==> src/rtl/uart_pkg.sv <==
`default_nettype none
// ============================================================================
// Module   : uart_pkg
// Purpose  : Shared UART constants, FSM state encoding and helpers (RX/TX).
// Revision : 1.0  initial release
// ============================================================================
package uart_pkg;

  localparam int OVERSAMPLE = 16;
  localparam int SAMPLE_LO  = 7;
  localparam int SAMPLE_MID = 8;
  localparam int SAMPLE_HI  = 9;
  localparam int SCNT_W     = 4;

  // 3-bit encoding shared by the receive and transmit state machines
  typedef enum logic [2:0] {
    RX_IDLE   = 3'd0,
    RX_START  = 3'd1,
    RX_DATA   = 3'd2,
    RX_PARITY = 3'd3,
    RX_STOP   = 3'd4
  } rx_state_e;

  // 2-of-3 vote used to reject single-sample noise on the line
  function automatic logic maj3(input logic a, input logic b, input logic c);
    return (a & b) | (a & c) | (b & c);
  endfunction

endpackage
`default_nettype wire

==> src/rtl/uart_sync_edge.sv <==
`default_nettype none
// ============================================================================
// Module   : uart_sync_edge
// Purpose  : Two-flop synchronizer for an asynchronous input, plus a
//            previous-value flop producing a one-cycle rising-edge pulse.
// Revision : 1.0  initial release
// ============================================================================
module uart_sync_edge #(
  parameter logic RESET_VAL = 1'b0
) (
  input  logic clk,
  input  logic reset_n,
  input  logic async_i,
  output logic level_o,
  output logic rise_o
);

  logic [1:0] sync_q;
  logic       prev_q;

  // Metastability chain followed by a history flop for edge detection
  always_ff @(posedge clk or negedge reset_n) begin
    if (!reset_n) begin
      sync_q <= {2{RESET_VAL}};
      prev_q <= RESET_VAL;
    end else begin
      sync_q <= {sync_q[0], async_i};
      prev_q <= sync_q[1];
    end
  end

  assign level_o = sync_q[1];
  assign rise_o  = sync_q[1] & ~prev_q;

endmodule
`default_nettype wire

==> src/rtl/uart_rx_oversample.sv <==
`default_nettype none
// ============================================================================
// Module   : uart_rx_oversample
// Purpose  : 16x oversampling UART receiver (5..8 data bits, optional parity,
//            one stop bit). The baud tick is a synchronized square wave used
//            only as a sample enable; all logic runs on clk.
// Revision : 1.0  initial release
// ============================================================================
module uart_rx_oversample
  import uart_pkg::*;
#(
  parameter int DATA_BITS  = 8,
  parameter int PARITY_EN  = 0,
  parameter int PARITY_ODD = 0
) (
  input  logic                 clk,
  input  logic                 reset_n,
  input  logic                 rx_tick_clk,
  input  logic                 rxd,
  input  logic                 rx_read,
  output logic [DATA_BITS-1:0] rx_data,
  output logic                 rx_valid,
  output logic                 frame_err,
  output logic                 parity_err,
  output logic                 overrun_err,
  output logic                 rx_busy
);

  localparam int BCNT_W = 3;
  localparam logic [SCNT_W-1:0] SC_LO   = SCNT_W'(SAMPLE_LO);
  localparam logic [SCNT_W-1:0] SC_MID  = SCNT_W'(SAMPLE_MID);
  localparam logic [SCNT_W-1:0] SC_HI   = SCNT_W'(SAMPLE_HI);
  localparam logic [SCNT_W-1:0] SC_LAST = SCNT_W'(OVERSAMPLE - 1);
  localparam logic [BCNT_W-1:0] BC_LAST = BCNT_W'(DATA_BITS - 1);
  localparam logic              ODD     = (PARITY_ODD != 0);
  localparam logic              PAR_ON  = (PARITY_EN != 0);

  logic tick;
  logic rxd_s;

  rx_state_e            state_q;
  logic [SCNT_W-1:0]    scnt_q;
  logic [BCNT_W-1:0]    bcnt_q;
  logic                 s_lo_q;
  logic                 s_mid_q;
  logic [DATA_BITS-1:0] shreg_q;
  logic                 mismatch_q;
  logic                 armed_q;

  logic sample_maj;
  logic frame_done;

  uart_sync_edge #(.RESET_VAL(1'b0)) u_sync_tick (
    .clk     (clk),
    .reset_n (reset_n),
    .async_i (rx_tick_clk),
    .level_o (),
    .rise_o  (tick)
  );

  uart_sync_edge #(.RESET_VAL(1'b1)) u_sync_rxd (
    .clk     (clk),
    .reset_n (reset_n),
    .async_i (rxd),
    .level_o (rxd_s),
    .rise_o  ()
  );

  // Third sample is taken live at the decision point, so vote with it directly
  assign sample_maj = maj3(s_lo_q, s_mid_q, rxd_s);
  assign frame_done = tick && (state_q == RX_STOP) && (scnt_q == SC_HI);
  assign rx_busy    = (state_q != RX_IDLE);

  // Receive FSM: sample counting, bit assembly, parity check and re-arm control
  always_ff @(posedge clk or negedge reset_n) begin
    if (!reset_n) begin
      state_q    <= RX_IDLE;
      scnt_q     <= '0;
      bcnt_q     <= '0;
      s_lo_q     <= 1'b0;
      s_mid_q    <= 1'b0;
      shreg_q    <= '0;
      mismatch_q <= 1'b0;
      armed_q    <= 1'b0;
    end else if (tick) begin
      if (scnt_q == SC_LO)  s_lo_q  <= rxd_s;
      if (scnt_q == SC_MID) s_mid_q <= rxd_s;
      scnt_q <= scnt_q + 1'b1;
      case (state_q)
        RX_IDLE: begin
          // The detecting tick counts as sample 0 of the start bit
          scnt_q <= '0;
          if (rxd_s) begin
            armed_q <= 1'b1;
          end else if (armed_q) begin
            state_q    <= RX_START;
            mismatch_q <= 1'b0;
          end
        end
        RX_START: begin
          if ((scnt_q == SC_HI) && sample_maj) begin
            state_q <= RX_IDLE;
            scnt_q  <= '0;
          end else if (scnt_q == SC_LAST) begin
            state_q <= RX_DATA;
            bcnt_q  <= '0;
          end
        end
        RX_DATA: begin
          if (scnt_q == SC_HI) shreg_q <= {sample_maj, shreg_q[DATA_BITS-1:1]};
          if (scnt_q == SC_LAST) begin
            if (bcnt_q == BC_LAST) state_q <= PAR_ON ? RX_PARITY : RX_STOP;
            else                   bcnt_q  <= bcnt_q + 1'b1;
          end
        end
        RX_PARITY: begin
          if (scnt_q == SC_HI)   mismatch_q <= sample_maj ^ (^shreg_q) ^ ODD;
          if (scnt_q == SC_LAST) state_q    <= RX_STOP;
        end
        RX_STOP: begin
          // Leave half a bit early so a following start edge is not missed;
          // a low stop bit means a break/stuck line, so wait for idle first
          if (scnt_q == SC_HI) begin
            state_q <= RX_IDLE;
            scnt_q  <= '0;
            if (!sample_maj) armed_q <= 1'b0;
          end
        end
        default: begin
          state_q <= RX_IDLE;
          scnt_q  <= '0;
        end
      endcase
    end
  end

  // Host interface: load on completion unless an unread byte would be lost
  always_ff @(posedge clk or negedge reset_n) begin
    if (!reset_n) begin
      rx_data     <= '0;
      rx_valid    <= 1'b0;
      frame_err   <= 1'b0;
      parity_err  <= 1'b0;
      overrun_err <= 1'b0;
    end else if (frame_done && (!rx_valid || rx_read)) begin
      rx_data     <= shreg_q;
      frame_err   <= ~sample_maj;
      parity_err  <= PAR_ON & mismatch_q;
      rx_valid    <= 1'b1;
      overrun_err <= 1'b0;
    end else if (frame_done) begin
      overrun_err <= 1'b1;
    end else if (rx_read) begin
      rx_valid    <= 1'b0;
      frame_err   <= 1'b0;
      parity_err  <= 1'b0;
      overrun_err <= 1'b0;
    end
  end

endmodule
`default_nettype wire

==> config.mk <==
export PLATFORM = sky130hd
export DESIGN_NAME = uart_rx_oversample
export DESIGN_NICKNAME = d
export VERILOG_FILES = /design/src/rtl/uart_pkg.sv /design/src/rtl/uart_sync_edge.sv /design/src/rtl/uart_rx_oversample.sv
export SDC_FILE = /design/constraint.sdc
export NUM_CORES = 1
export LEC_CHECK = 0
export ABC_AREA = 1
export CORE_MARGIN = 8
export CORE_UTILIZATION = 50
export DETAILED_ROUTE_END_ITERATION = 8
export MAX_ROUTING_LAYER = met4
export PLACE_DENSITY_LB_ADDON = 0.15
export SYNTH_ARGS = -nofsm -noshare
export SYNTH_HDL_FRONTEND = slang
export SYNTH_SLANG_ARGS = --single-unit
==> constraint.sdc <==
create_clock -name clk -period 3.65 [get_ports clk]
set_clock_uncertainty 0.15 [all_clocks]
set_input_delay 0.5475 -clock clk [delete_from_list [all_inputs] [get_ports clk]]
set_output_delay 0.5475 -clock clk [all_outputs]
set_load 0.005 [all_outputs]
Yosys cells after proc, flatten, opt, wreduce, memory -nomap -nowiden:

Cells that the tools add are included.

* register bits after elaboration: 38

* reduce and logical (&&, ||, !) cells: 20
* add/sub/neg operators: 2
* bitwise operators: 8
* mux-type cells: 28
* equality and inequality tests: 22

Operators by type and width (count)
* 3-bit two-way mux: 12
* 2-bit inequality test, second input constant: 9
* 3-bit one-hot mux with 5 select lines: 1
* 4-bit equality test, second input constant: 3
* 4-bit one-hot mux with 3 select lines: 1
* 1-bit two-way mux: 10
* 4-bit two-way mux: 2
* 8-bit AND reduction: 1
* 3-bit by 2-bit equality test with 1-bit output, second input constant: 2
* 3-bit equality test, second input constant: 2
* 2-bit by 1-bit inequality test with 1-bit output, second input constant: 3
* 3-bit one-hot mux with 2 select lines: 1
* 2-bit AND reduction: 3
* 6-bit AND reduction: 1
* 2-bit nonzero test: 3
* 3-bit nonzero test: 2
* 5-bit AND reduction: 1
* 4-bit by 1-bit adder with 4-bit output, second input constant: 1
* 1-bit AND: 4
* 4-bit by 3-bit equality test with 1-bit output, second input constant: 1
* 1-bit logical AND: 4
* 3-bit by 1-bit adder with 3-bit output, second input constant: 1
* 3-bit by 1-bit equality test with 1-bit output, second input constant: 1
* 3-bit zero test: 1
* other kinds (8): 10

Longest topological paths before layout:

* depth in word-level cells: 7
* gate-level depth with buffers: 11
* gate-level depth less buffers: 11

Modules after synthesis:

A second synthesis with hierarchy kept.

* cell total of the unflattened synthesis: 200
* area total of the unflattened synthesis: 1816.7 um2

Modules (own cells, without submodules)
* uart_rx_oversample: times used 1, area each 1642.8 um2, sequential area each 800.8 um2, cells each 190
* uart_sync_edge (u_sync_rxd): times used 1, area each 88.8 um2, sequential area each 78.8 um2, cells each 5
* uart_sync_edge (u_sync_tick): times used 1, area each 85.1 um2, sequential area each 75.1 um2, cells each 5

Worst setup path after synthesis:

OpenSTA, ideal clock, no wires.

* path type: register to register
* start: register scnt_q[1]
* end: register rx_data[7]
* period minus slack after synthesis: 1.555 ns
* data required time: 3.380 ns
* cell stages (with the launch flop): 9
* buffers on the path: 1
* arrival time: 1.285 ns
* setup slack: 2.095 ns
* setup time: 0.120 ns
* cells stage by stage: dfrtp_1 > inv_1 > ha_1 > nand3_4 > nor2_8 > nand3_4 > buf_6 > nand2_2 > o21ai_2

* longest elaborated chain between the ends: 3

RTL lines
* start, declared: RTL line uart_rx_oversample.sv:42 `logic [SCNT_W-1:0] scnt_q;`
* start signal, assigned: RTL line uart_rx_oversample.sv:88 `scnt_q <= scnt_q + 1'b1;`
* 4-bit equality test: RTL line uart_rx_oversample.sv:71 `assign frame_done = tick && (state_q == RX_STOP) && (scnt_q == SC_HI);`
* 1-bit logical AND: RTL line uart_rx_oversample.sv:71
* 1-bit logical AND: RTL line uart_rx_oversample.sv:145 `end else if (frame_done && (!rx_valid || rx_read)) begin`
* end signal, assigned: RTL line uart_rx_oversample.sv:146 `rx_data <= shreg_q;`
* end, declared: RTL line uart_rx_oversample.sv:21 `output logic [DATA_BITS-1:0] rx_data,`

Every way passes these cells.
A chain may end at the register's enable or synchronous reset.

Worst setup path in the final report:

* start: register state_q[0]
* end: output port rx_busy

* longest elaborated chain between the ends: 1

RTL lines
* start, declared: RTL line uart_rx_oversample.sv:41 `rx_state_e state_q;`
* start signal, assigned: RTL line uart_rx_oversample.sv:112 `if (bcnt_q == BC_LAST) state_q <= PAR_ON ? RX_PARITY : RX_STOP;`
* 3-bit nonzero test: RTL line uart_rx_oversample.sv:72 `assign rx_busy = (state_q != RX_IDLE);`
* end, declared: RTL line uart_rx_oversample.sv:26 `output logic rx_busy`

Every way passes these cells.

==> results.toml <==
[status]
status = "finished, final reports clean"

[detailed_routing]
vias = 1325
via_per_inst = 4.91
wl_per_cell_um = 12.0
wl_met2_mm = 1.53
drc = 0
wirelength_mm = 3.24
top_layer = "met4"
drtPass1Iterations = 4
drt-met1-wl_mm = 1.49
ant_nets = 0
wl_met3_um = 175
first_iter_violations = 83

[pwr]
cellPowerDensity_mw_per_mm2 = 547
leakagePower_nw = 1.05
peakVddDrop_mv = 0.333

[logic_synthesis]
syn-instance-count = 201
ys_top_cells_by_area = "dfrtp_1 47%, nand2_1 9.4%, o21ai_2 7.5%"
synth.distinct_cells = 27
syn_area_sq_mm = 0.00187
yosys_warnings = 0
synth_top_area_share_pct = 46.9
synth_top_cell_by_area = "dfrtp_1"
avgSynthCellArea_sq_um = 9.30
synth_nets = 211
ys_ff_latch = 37
seq_area_frac_synth_pct = 49.7

[placed_design]
place_ws_ns = 1.62
post-dp-hpwl_mm = 2.42
port_buffers = 16
place.gp.congestion = 0.815

[critical_path]
max_stage_delay_ns = 0.45
crit_family = "buffers and inverters"
worstRegToRegCells = 7
crit_path_end_kind = "output pin"
rrSetupSlack_ns = 1.95
cp.buffers_inverters = 3
reg2reg_from = "scnt_q[1]$_DFFE_PN0N_"
cp_max_fo = 4
start_kind = "flop"
critical_path_class = "flop to output pin"
r2r-end = "frame_err$_DFFE_PN0P_"
required_ns = 2.95
critical_path_arrival_ns = 1.58
cp_cell_sequence = "inv_2 > nand2_1 > nor2_1 > inv_1 > clkdlybuf4s50_1"
cp.depth = 5
critPathSlowestCell = "clkdlybuf4s50_1"

[final_layout]
fillCellCount = 328
regArea_sq_um = 928
area_delta_synth_final_pct = 16.5
antennaDiodeCount = 0
drive_gt1_share_pct = 26.6
multi_input_comb_area_sq_um = 793
nNetsFinal = 231
fin_util_pct = 60.0

[die]
die_w_um = 77.1
start_util_pct = 51.4
core_area_sq_mm = 0.00363
ioPinCount = 18
die-height_um = 77.1
fp-row-count = 22
die-area_sq_mm = 0.00595

[clocking]
cts_tree = "done"
root_buffer = "clkbuf_8"
clock-sinks = 37
clock_path_buffers = 2
cts-hold-fix-buffers = 0
clk_pin_slew_worst_paths_ns = 0.07
cts-htree-levels = 2
numCtsBuffers = 5
cts_setup_buffers = 0
clock_latency_ns = 0.28
cts.repair.resized = 0

[sta]
rsz0062_at_grt = "no"
tightest_slew_ns = 0.815
period_minus_slack_ns = 2.28
final_hold_viol_count = 0
fmax_mhz = 439
min_period_over_period_pct = 62.4
worst_hold_slack_ns = 0.200
slew_headroom_pct = 45.5
setup_slack_ns = 1.37
slew_viol_final = 0
setup_viol = 0
tns_ns = 0

[global_route]
grt_pass1_wl_mm = 5.73
grt_util_all_layers_pct = 12.3
grt_max_degree = 21
grt_overflow = 0
grt_pass1_vias = 1310
grt_antenna_before_repair = 0

[worst_hold_path]
hp-start = "u_sync_tick.sync_q[0]$_DFF_PN0_"
hp-class = "flop to flop"
min_path_cells = 0
min_to = "u_sync_tick.sync_q[1]$_DFF_PN0_"

[job]
drv_cap = 0
==> sequential cells by signal, indices dropped and copies added (netlist names) <==
| signal | count |
|---|---|
| armed_q | 1 |
| frame_err | 1 |
| u_sync_rxd.sync_q | 2 |
| shreg_q | 8 |
| rx_data | 8 |
| rx_valid | 1 |
| s_mid_q | 1 |
| scnt_q | 4 |
| overrun_err | 1 |
| state_q | 3 |
| u_sync_tick.sync_q | 2 |
| u_sync_tick.prev_q | 1 |
| s_lo_q | 1 |
| bcnt_q | 3 |
==> worst reg2reg max path, cell delays in order, from the launching register on <==
cell,delay (ns)
dfrtp_1,0.40
inv_1,0.10
ha_1,0.20
nand3_4,0.13
nor2_8,0.17
nand3_4,0.23
nand3_1,0.16
o21ai_2,0.06
==> final cells by class <==
cell class                 instances  share of cell area [%]
sequential                        37                    42.6
multi-input combinational        130                    36.4
timing repair buffer              17                    7.70
inverter                          30                    5.17
clock buffer                       7                    3.96
tap                               48                    2.76
clock inverter                     1                    1.38
==> cell usage after synthesis (all sizes together) <==
library cell  count
a21oi             1
dfstp             2
ha                5
a31oi             1
xor2              1
buf               4
nor2             13
conb              1
nor3              1
o21ai            24
inv              30
dfrtp            35
nand3b            2
nand2            61
nand3            19
nand4             1
==> logic make-up (layout without fill, tap and decap cells) <==
family          Yosys count  count (layout)  synth area share (%)
simple gates             97              97                  28.0
compound gates           26              26                  10.4
buf+inv                  34              55                  7.90
other cells               1               1                 0.201
xor+xnor                  1               1                 0.469
flops                    37              37                  49.7
fa+ha+maj                 5               5                  3.35
==> how the worst max path moves through the flow <==
stage,from,slack (ns),end
after floorplan,scnt_q[1]$_DFFE_PN0N_,2.10,rx_data[7]$_DFFE_PN0P_
after global placement,reset_n,1.67,shreg_q[3]$_DFFE_PN0P_
after detailed placement,reset_n,1.62,rx_data[6]$_DFFE_PN0P_
after CTS,state_q[0]$_DFFE_PN0P_,1.35,rx_busy
after global routing,state_q[0]$_DFFE_PN0P_,1.23,rx_busy
final,state_q[0]$_DFFE_PN0P_,1.37,rx_busy
==> cells in the final DEF (no fill, tap or decap), drive strengths merged <==
cell type / Yosys / layout
o21ai: 24 / 24
nand3: 19 / 19
clkdlybuf4s50: 0 / 16
conb: 1 / 1
ha: 5 / 5
buf: 4 / 1
bufinv: 0 / 1
nand4: 1 / 1
a21oi: 1 / 1
clkbuf: 0 / 7
a31oi: 1 / 1
nor2: 13 / 13
inv: 30 / 30
xor2: 1 / 1
nor3: 1 / 1
dfstp: 2 / 2
nand2: 61 / 61
nand3b: 2 / 2
dfrtp: 35 / 35
==> report_power, final <==
| group | switching, W | internal [W] | leakage (nW) |
|---|---|---|---|
| registers | 0.0000475 | 0.000454 | 0.496 |
| logic | 0.000214 | 0.000113 | 0.491 |
| clock network | 0.000140 | 0.000223 | 0.0585 |
==> stage by stage <==
stage	std cells	area, sq um	total power (W)
global placement	262	2060	0.000827
finish	270	2180	0.00119
global route	270	2180	0.00128
detailed placement	262	2060	0.000842
floorplan	201	1870	0.000750
CTS	270	2180	0.00121
==> layer usage <==
layer	vias to the layer above	track usage, %
met5	-	-
met4	0	4.91
met3	5	5.13
met2	20	19.2
met1	632	13.7
li1	668	-
Power figures use the tool's default switching activity.
